<file path="config.mk">
export PLATFORM = sky130hd
export DESIGN_NAME = reg_port_arbiter
export DESIGN_NICKNAME = d
export VERILOG_FILES = /design/src/rtl/reg_port_arbiter.sv
export SDC_FILE = /design/constraint.sdc
export NUM_CORES = 1
export LEC_CHECK = 0
export CORE_AREA = 2 2 39 41
export DETAILED_ROUTE_END_ITERATION = 16
export DIE_AREA = 0 0 41 43
export GPL_ROUTABILITY_DRIVEN = 0
export PLACE_DENSITY = 0.71
export SLEW_MARGIN = 20
export SYNTH_ARGS = -nofsm -noshare
export SYNTH_HDL_FRONTEND = slang
export SYNTH_SLANG_ARGS = --single-unit
</file>
<file path="constraint.sdc">
create_clock -name CLK -period 2 [get_ports CLK]
set_clock_uncertainty 0.15 [all_clocks]
set_input_delay 0.3 -clock CLK [delete_from_list [all_inputs] [get_ports CLK]]
set_output_delay 0.3 -clock CLK [all_outputs]
set_load 0.01 [all_outputs]
</file>
<file path="src/rtl/reg_port_arbiter.sv">
// Two-requester round-robin arbiter for a shared register-unit port.
// Optional tenure limit (forced handoff after 4 owned cycles) enabled by ARB_TENURE_LIMIT_EN.
module reg_port_arbiter (
  input  logic       CLK,
  input  logic       RST,
  input  logic       REQA,
  input  logic [2:0] RSELA,
  input  logic       WRA,
  input  logic [1:0] WSELA,
  input  logic       REQB,
  input  logic [2:0] RSELB,
  input  logic       WRB,
  input  logic [1:0] WSELB,
  output logic       GNTA,
  output logic       GNTB,
  output logic       OE,
  output logic [2:0] RSEL,
  output logic       WREN,
  output logic [1:0] WSEL,
  output logic       DSEL
);

  typedef enum logic [1:0] {
    IDLE  = 2'd0,
    OWN_A = 2'd1,
    OWN_B = 2'd2
  } state_t;

  state_t state;
  logic   last;     // previous owner: 0 = A, 1 = B
  logic   limit;

`ifdef ARB_TENURE_LIMIT_EN
  logic [2:0] tenure;
  logic [2:0] tenure_inc;

  assign tenure_inc = (tenure == 3'd4) ? 3'd4 : tenure + 3'd1;
  // Judged on the incremented count so the owner keeps the port for exactly 4 cycles.
  assign limit = (tenure_inc == 3'd4);
`else
  assign limit = 1'b0;
`endif

  always_ff @(posedge CLK) begin
    if (RST) begin
      state <= IDLE;
      last  <= 1'b1;
`ifdef ARB_TENURE_LIMIT_EN
      tenure <= '0;
`endif
    end else begin
      case (state)
        IDLE: begin
          if (REQA && (!REQB || last)) begin
            state <= OWN_A;
            last  <= 1'b0;
          end else if (REQB) begin
            state <= OWN_B;
            last  <= 1'b1;
          end
`ifdef ARB_TENURE_LIMIT_EN
          tenure <= '0;
`endif
        end
        OWN_A: begin
          if (!REQA || (limit && REQB)) begin
            if (REQB) begin
              state <= OWN_B;
              last  <= 1'b1;
            end else begin
              state <= IDLE;
            end
`ifdef ARB_TENURE_LIMIT_EN
            tenure <= '0;
`endif
          end else begin
`ifdef ARB_TENURE_LIMIT_EN
            tenure <= tenure_inc;
`endif
          end
        end
        OWN_B: begin
          if (!REQB || (limit && REQA)) begin
            if (REQA) begin
              state <= OWN_A;
              last  <= 1'b0;
            end else begin
              state <= IDLE;
            end
`ifdef ARB_TENURE_LIMIT_EN
            tenure <= '0;
`endif
          end else begin
`ifdef ARB_TENURE_LIMIT_EN
            tenure <= tenure_inc;
`endif
          end
        end
        default: state <= IDLE;
      endcase
    end
  end

  // Reset overrides the registered state so a write cannot escape in the reset cycle.
  always_comb begin
    GNTA = 1'b0;
    GNTB = 1'b0;
    OE   = 1'b1;
    RSEL = '0;
    WREN = 1'b1;
    WSEL = '0;
    DSEL = 1'b0;
    if (!RST) begin
      case (state)
        OWN_A: begin
          GNTA = 1'b1;
          OE   = 1'b0;
          RSEL = RSELA;
          WSEL = WSELA;
          WREN = ~(WRA & REQA);
          DSEL = 1'b0;
        end
        OWN_B: begin
          GNTB = 1'b1;
          OE   = 1'b0;
          RSEL = RSELB;
          WSEL = WSELB;
          WREN = ~(WRB & REQB);
          DSEL = 1'b1;
        end
        default: ;
      endcase
    end
  end

endmodule
</file>
==> impl_metrics.toml <==
[status]
status = "finished clean"

[sta]
drv_slew = 0
whs_ps = 393
setup_viol = 0
fmaxAchievable_ghz = 0.527
finalSetupTns_ps = 0
rsz0062_at_grt = "yes"
timing.slew.headroom_pct = 84.5
worstMarginPinSlew_ps = 231
timing_hold_violations_final = 0
fin_crit_ps = 1900
post-route-period-util_pct = 95.0
setup_ws_ps = 101

[global_route]
first_global_vias = 465
grt_max_degree = 9
overflow = 0
track_usage_pct = 15.6
grt_pass1_wl_um = 1930
antenna_found_initial = 0

[yosys]
yosys.area.top_type = "ha_1"
ys_top_cells_by_area = "ha_1 19%, dfxtp_1 15%, a22oi_1 9.5%, nor2_1 5.7%, a221o_1 5.1%"
avgSynthCellArea_um2 = 8.04
ys.flop_type = "dfxtp_1"
syn_area_um2 = 394
synth_fp_nets = 71
synth_edf_count = 0
ys_ff_latch = 3
synth.yosys.seq_area_share_pct = 15.2
ys_top_cells_by_count = "6 x ha_1, 6 x nor2_1, 5 x a22oi_1"
synthArstFlopShare_pct = 0
synthCells = 49
synth_cell_types = 24
yosysWarnings = 0
synth_top_area_share_pct = 19.0

[floorplanning]
die_w_um = 41
start_util_pct = 28.5
die_y_um = 43
rows = 14
dieArea_um2 = 1760
core-area_um2 = 1380
pin_count = 26

[placed_design]
dp.cells = 96
dp_worst_setup_slack_ps = -179
dp_hpwl_um = 1030
numPortBuffers = 25

[detailed_routing]
antenna_left = 0
vias_per_cell = 4.86
dr.pass1.iters = 4
num_vias = 486
wire_per_inst_um = 12.2
drc = 0
wl_um = 1220
drtIter0Drc = 11

[critical_path]
critPathKind = "reg2out"
cp.arrival_ps = 1450
startpoint_type = "flop"
cp_max_fo = 6
worstPathRequired_ps = 1550
ff2ff_path_depth = 7
cp-end-kind = "output pin"

[final_layout]
layout.cells.non_filler = 100
nets = 107
area_growth_pct = 96.2
layout-drive-gt1-share_pct = 26.2
diodes = 0

[cts]
cts_hold_buffers = 0
cts_max_path_buffers = 2
root_buffer = "clkbuf_4"
clock_sinks = 3
cts_tree = "yes"
htree_levels = 1
cts.clk_slew.worst_paths_ps = 30
cts_buffers = 3
clkLatencyLatePin_ps = 230
ctsResizeCount = 17
post_cts_buffers = 0

[min_path]
worstHoldPathType = "reg2reg"
holdPathStages = 1

[power_and_ir_drop]
pwr_density_cell_nw_per_um2 = 869
power_leakage_nw = 0.345
ir_drop_mv = 0.559

[run]
drv_cap = 0
layout by cell type, fill, tap and decap left out:
cell type and instances:
clkdlybuf4s50_1 15, mux2i_1 1, clkbuf_1 1, dfxtp_1 3, nor2b_1 1, nand3b_1 1
or2b_1 1, inv_1 2, or4b_1 1, buf_4 9, nand2_1 4, o21ai_2 1
a211o_1 1, a31oi_1 1, clkbuf_4 3, ha_1 3, a311oi_1 1, a21oi_1 2
dlygate4sd2_1 8, and2b_2 1, a221o_1 2, a22oi_1 4, nand2b_1 2, a22oi_2 2
o22ai_1 1, nor2_1 6, nand2b_4 1, clkbuf_2 1, dlymetal6s2s_1 1, inv_2 1
ha_4 3
worst max-delay path, stage by stage, from the launching register on:
cell and delay [ps]:
dfxtp_1 330, inv_2 70, buf_4 140, ha_4 170, a22oi_1 170, nor2_1 60
dlygate4sd2_1 280
metal layers:
metal / track usage, % / up-vias / part of all wire (%) / wire length, um
li1: - / 253 / - / -
met5: 0 / - / 0 / 0
met2: 27.8 / 31 / 46 / 560
met1: 17.3 / 202 / 37 / 445
met3: 5.24 / 0 / 17 / 210
met4: 2.00 / 0 / 0 / 0
flip-flops by register name, indices dropped and copies added (netlist names):
name	flops
state	2
last	1
through the flow:
step	utilization [%]	power (mW)	instance area (um^2)
after floorplan	-	0.350	394
after global placement	51.3	0.516	709
final	55.9	0.672	773
after global routing	55.9	0.747	773
after detailed placement	51.3	0.526	709
after CTS	55.7	0.679	771
worst paths after layout:
check | from | endpoint | slack, ps
min reg2reg | last$_SDFFE_PP1P_ | last$_SDFFE_PP1P_ | 390
max reg2reg | state[1]$_SDFFE_PP0P_ | state[0]$_SDFFE_PP0P_ | 190
min | last$_SDFFE_PP1P_ | last$_SDFFE_PP1P_ | 390
max | state[0]$_SDFFE_PP0P_ | RSEL[1] | 100
kinds of logic (layout without fill, tap and decap cells):
logic type               count (synthesis)  after routing  synth area share [%]
AO/OA/AOI/OAI                           15             15                  30.2
adder cells (fa/ha/maj)                  6              6                  19.0
buffers and inverters                    6             41                  8.57
flip-flops                               3              3                  15.2
multiplexers                             1              1                  2.54
AND/OR/NAND/NOR                         18             18                  24.4
where the power goes:
group	total, mW	switching (mW)	internal (mW)
Clock	0.101	0.0269	0.0744
Combinational	0.470	0.210	0.260
Sequential	0.101	0.0180	0.0828
Total	0.672	0.255	0.417
cell type report:
type	count	area, um^2
timing repair buffer	34	305
multi-input combinational	40	350
sequential	3	60.1
fill	129	611
tap	16	20.0
clock buffer	4	26.3
inverter	3	11.3
Power figures use the tool's default switching activity.
